## src/rtl/thunderbird_gen2.sv

```systemverilog
// Thunderbird-style sequential turn/hazard lamp controller, N_LAMP lamps per side.
// Optional brake override is compiled in with `define THUNDERBIRD_BRAKE_EN.
module thunderbird_gen2 #(
  parameter int N_LAMP = 3,
  parameter int TICK   = 25000000
) (
  input  logic                  i_clk,
  input  logic                  i_rst_n,
  input  logic                  i_left,
  input  logic                  i_right,
  input  logic                  i_haz,
  input  logic                  i_brake,
  output logic [2*N_LAMP-1:0]   o_led,
  output logic                  o_busy
);

  localparam int CW = (TICK > 1) ? $clog2(TICK) : 1;
  localparam logic [CW-1:0] LAST = CW'(TICK - 1);

  typedef enum logic [1:0] {IDLE, LEFT, RIGHT, HAZ} state_t;

  state_t                state_q, state_d;
  logic [CW-1:0]         cnt_q, cnt_d;
  logic [N_LAMP-1:0]     side_q, side_d;     // thermometer, bit 0 = innermost lamp
  logic                  blink_q, blink_d;
  logic [2*N_LAMP-1:0]   led_q, led_d;
  logic                  busy_q, busy_d;

  logic                  eff_haz;
  logic                  step;
  logic [N_LAMP-1:0]     side_rev;
  logic [N_LAMP-1:0]     fill;

  assign eff_haz = i_haz | (i_left & i_right);
  assign step    = (cnt_q == LAST);

  // Right-side lamps grow downward from bit N_LAMP-1, so mirror the thermometer.
  for (genvar gi = 0; gi < N_LAMP; gi++) begin : g_rev
    assign side_rev[gi] = side_d[N_LAMP-1-gi];
  end

`ifdef THUNDERBIRD_BRAKE_EN
  assign fill = {N_LAMP{i_brake}};
`else
  logic unused_brake;
  assign unused_brake = i_brake;
  assign fill         = '0;
`endif

  always_comb begin
    state_d = state_q;
    cnt_d   = step ? '0 : cnt_q + CW'(1);
    side_d  = side_q;
    blink_d = blink_q;

    if (eff_haz) begin
      if (state_q != HAZ) begin
        state_d = HAZ;
        cnt_d   = '0;
        side_d  = '0;
        blink_d = 1'b1;
      end else if (step) begin
        blink_d = ~blink_q;
      end
    end else begin
      case (state_q)
        IDLE: begin
          cnt_d  = '0;
          side_d = '0;
          if (i_left) begin
            state_d = LEFT;
            side_d  = N_LAMP'(1);
          end else if (i_right) begin
            state_d = RIGHT;
            side_d  = N_LAMP'(1);
          end
        end
        LEFT, RIGHT: begin
          if (step) begin
            if (&side_q) begin
              state_d = IDLE;
              side_d  = '0;
            end else begin
              side_d = {side_q[N_LAMP-2:0], 1'b1};
            end
          end
        end
        default: begin
          state_d = IDLE;
          cnt_d   = '0;
          side_d  = '0;
          blink_d = 1'b0;
        end
      endcase
    end

    // Lamp image is built from the next state so every output is a plain flop.
    case (state_d)
      HAZ:     led_d = {(2*N_LAMP){blink_d}};
      LEFT:    led_d = {side_d, fill};
      RIGHT:   led_d = {fill, side_rev};
      default: led_d = {fill, fill};
    endcase
    busy_d = (state_d != IDLE);
  end

  always_ff @(posedge i_clk or negedge i_rst_n) begin
    if (!i_rst_n) begin
      state_q <= IDLE;
      cnt_q   <= '0;
      side_q  <= '0;
      blink_q <= 1'b0;
      led_q   <= '0;
      busy_q  <= 1'b0;
    end else begin
      state_q <= state_d;
      cnt_q   <= cnt_d;
      side_q  <= side_d;
      blink_q <= blink_d;
      led_q   <= led_d;
      busy_q  <= busy_d;
    end
  end

  assign o_led  = led_q;
  assign o_busy = busy_q;

endmodule

```

## config.mk

```make
export PLATFORM = sky130hd
export DESIGN_NAME = thunderbird_gen2
export DESIGN_NICKNAME = d
export VERILOG_FILES = /design/src/rtl/thunderbird_gen2.sv
export SDC_FILE = /design/constraint.sdc
export NUM_CORES = 1
export LEC_CHECK = 0
export BUFFER_PORTS_ARGS = -buffer_cell sky130_fd_sc_hd__buf_2
export CELL_PAD_IN_SITES_DETAIL_PLACEMENT = 0
export CELL_PAD_IN_SITES_GLOBAL_PLACEMENT = 1
export CORE_MARGIN = 3
export CORE_UTILIZATION = 45
export DETAILED_ROUTE_END_ITERATION = 10
export PLACE_DENSITY_LB_ADDON = 0.3
export SYNTH_ARGS = -nofsm -noshare
export SYNTH_HDL_FRONTEND = slang
export SYNTH_SLANG_ARGS = --single-unit
```

## constraint.sdc

```tcl
create_clock -name i_clk -period 3.4 [get_ports i_clk]
set_clock_uncertainty 0.15 [all_clocks]
set_input_delay 0.68 -clock i_clk [delete_from_list [all_inputs] [get_ports i_clk]]
set_output_delay 0.68 -clock i_clk [all_outputs]
set_load 0.05 [all_outputs]
```

==> results.toml <==
[layout]
n_antenna_cell = 0
synthToLayoutAreaGrowth_pct = 11.9
layout.nets = 232
drive_gt1_frac = 0.161
final_cell_mix = "38 x dfrtp_1, 25 x nor2_1, 18 x nand2_1"
final_common_cell = "dfrtp_1"

[clocking]
h-tree-depth = 2
hold_buffers = 0
cts_tree = "yes"
cts_root_buf = "clkbuf_8"
cts_buffers = 5
cts.sinks = 38
clk_latency_ns = 0.29
cts_max_path_buffers = 2
clk_pin_slew_ns = 0.08
ctsResizeCount = 0
postCtsSetupBuffers = 0

[run_status]
status = "finished clean"

[timing]
grt_setup_unrepaired = "false"
worst_pin_slew_ns = 0.840
setup_tns_ns = 0
max-slew-margin-rel = 0.440
finalHoldViolations = 0
period_minus_slack_ns = 2.49
final_max_slew_viol_count = 0
fin_hold_ws_ns = 0.326
timing.final.crit_share = 0.732
final-setup-viol-count = 0
max_freq_mhz = 402

[power_and_ir_drop]
power.density_nw_per_um2 = 681
vdd_drop_max_mv = 0.537
leakagePower_nw = 1.03

[global_route]
gr-total-overflow = 0
grt_max_degree = 39
track_usage = 0.172
grt_pass1_vias = 1542
antenna_found_initial = 0
grt_pass1_wl_mm = 7.20

[yosys]
synthSimpleGateAreaFrac = 0.254
synth_top_area_share = 0.463
ys_seq_elements = 38
synth-edff-count = 0
yosysSeqAreaShare = 0.463
synthXorXnorAreaFrac = 0.0895
synth_compound_gate_area_share = 0.121
muxShareOfSynthArea = 0.0146
yosys_most_used_dff = "dfrtp_1"
synth_warnings = 0
synth_nets = 218
synth_top_family_by_area = "simple AND/OR/NAND/NOR gates"
syn_inst = 209
ys_types = 42
synth.avg_cell_area_sq_um = 9.84
syn-cell-area_sq_um = 2060
netlist_top_cells_area = "dfrtp_1 46%, xor2_1 5.1%, nor2_1 4.6%"
synth_top_area_cell = "dfrtp_1"
async_flop_share = 1.00
synth-adder-area-share = 0.0183

[die]
die_h_um = 73.6
io-pin-count = 13
start_util = 0.489
die_x_um = 73.6
fp.dieArea_sq_um = 5420
core_sq_um = 4200
rows = 23

[worst_setup_path]
cp-endpoint = "o_led[5]"
crit_path_max_fanout = 6
r2r_cells = 6
r2r_start = "cnt_q[9]"
end_kind = "register"
critPathMaxStageDelay_ns = 0.48
crit_buf_inv = 0
slowest_stage = "or3_1"
crit_path_start = "cnt_q[9]"
path_class = "register to register"
start_kind = "register"
path_delay_family = "simple AND/OR/NAND/NOR gates"
crit_chain = "nor4b_1, nand4_1, or3_1, mux2i_1, a211oi_1, a21oi_1"
required_ns = 3.41
r2r_slack_ns = 0.91
rr_endpoint = "o_led[5]"
arrival_ns = 2.50
crit_cells = 6

[run]
cap_violations = 0

[route]
vias_per_cell = 5.55
ant_nets = 0
wire_per_inst_um = 14.5
drtIter0Drc = 54
finalWirelength_mm = 3.97
num_vias = 1522
drc = 0
drt_pass1_iterations = 4

[placed_design]
portBuffers = 11
gp_congestion = 0.855
dp_hpwl_mm = 2.89

[min_path]
hold_class = "primary input to async pin"
## synthesized netlist by cell type, types with 4 or more instances
master / number
a21oi_1: 10
dfrtp_1: 38
inv_1: 16
nand2_1: 18
nand3_1: 8
nand4_1: 5
nor2_1: 25
nor3_1: 6
o21ai_0: 4
or3_1: 6
xnor2_1: 9
xor2_1: 12
## worst min path at each step
stage | slack [ns] | to | depth (start not counted) | from
2_1_floorplan | 0.23 | blink_q | 0 | i_rst_n
3_3_place_gp | 0.35 | cnt_q[0] | 1 | cnt_q[0]
3_5_place_dp | 0.35 | cnt_q[0] | 1 | cnt_q[0]
4_1_cts | 0.36 | cnt_q[0] | 1 | cnt_q[0]
5_1_grt | 0.38 | cnt_q[0] | 1 | cnt_q[0]
6_report | 0.33 | cnt_q[14] | 1 | i_rst_n
## logic make-up after synthesis
logic type               Yosys count
XOR/XNOR                          21
AND/OR/NAND/NOR                   94
adder cells (fa/ha/maj)            3
multiplexers                       3
flip-flops                        38
buffers and inverters             21
AO/OA/AOI/OAI                     29
## worst register-to-register path: stages, from the launching register on
cell and delay [ns]:
dfrtp_1 0.45, nor4b_1 0.36, nand4_1 0.18, or3_1 0.48, mux2i_1 0.16, a211oi_1 0.42, a21oi_1 0.15
## layout make-up
cell class / count / area (sq um)
Fill cell: 363 / 1900
Multi-Input combinational cell: 150 / 1020
Sequential cell: 38 / 951
Clock buffer: 6 / 82.6
Timing Repair Buffer: 12 / 62.6
Tap cell: 50 / 62.6
Clock inverter: 2 / 60.1
Inverter: 16 / 60.1
## report_power, final
group	total [mW]	switching [mW]	internal [mW]	leakage, nW
clock	0.476	0.163	0.313	0.0714
combinational	0.535	0.370	0.165	0.442
sequential	0.556	0.0426	0.514	0.512
total	1.57	0.576	0.991	1.03
## flip-flops by register name (all words and copies together) (netlist names)
name and cells:
blink_q 1, o_busy 1, cnt_q 25, o_led 6, side_q 3, state_q 2
## per-layer routing
metal | wire length [um] | track usage | up-vias
met5 | 0 | 0 | -
met4 | 57 | 0.0523 | 0
li1 | - | - | 750
met2 | 1890 | 0.278 | 18
met3 | 132 | 0.0492 | 7
met1 | 1890 | 0.223 | 747
## metrics by stage
step	power (mW)	std cells	util	area (sq um)	worst slack, ns
after floorplan	0.973	209	-	2060	1.26
after CTS	1.58	274	0.548	2300	0.925
final	1.57	274	0.548	2300	0.911
after global placement	1.08	266	0.514	2160	1.01
after global routing	1.66	274	0.548	2300	0.792
after detailed placement	1.11	266	0.514	2160	0.951
(Power assumes the default switching activity.)
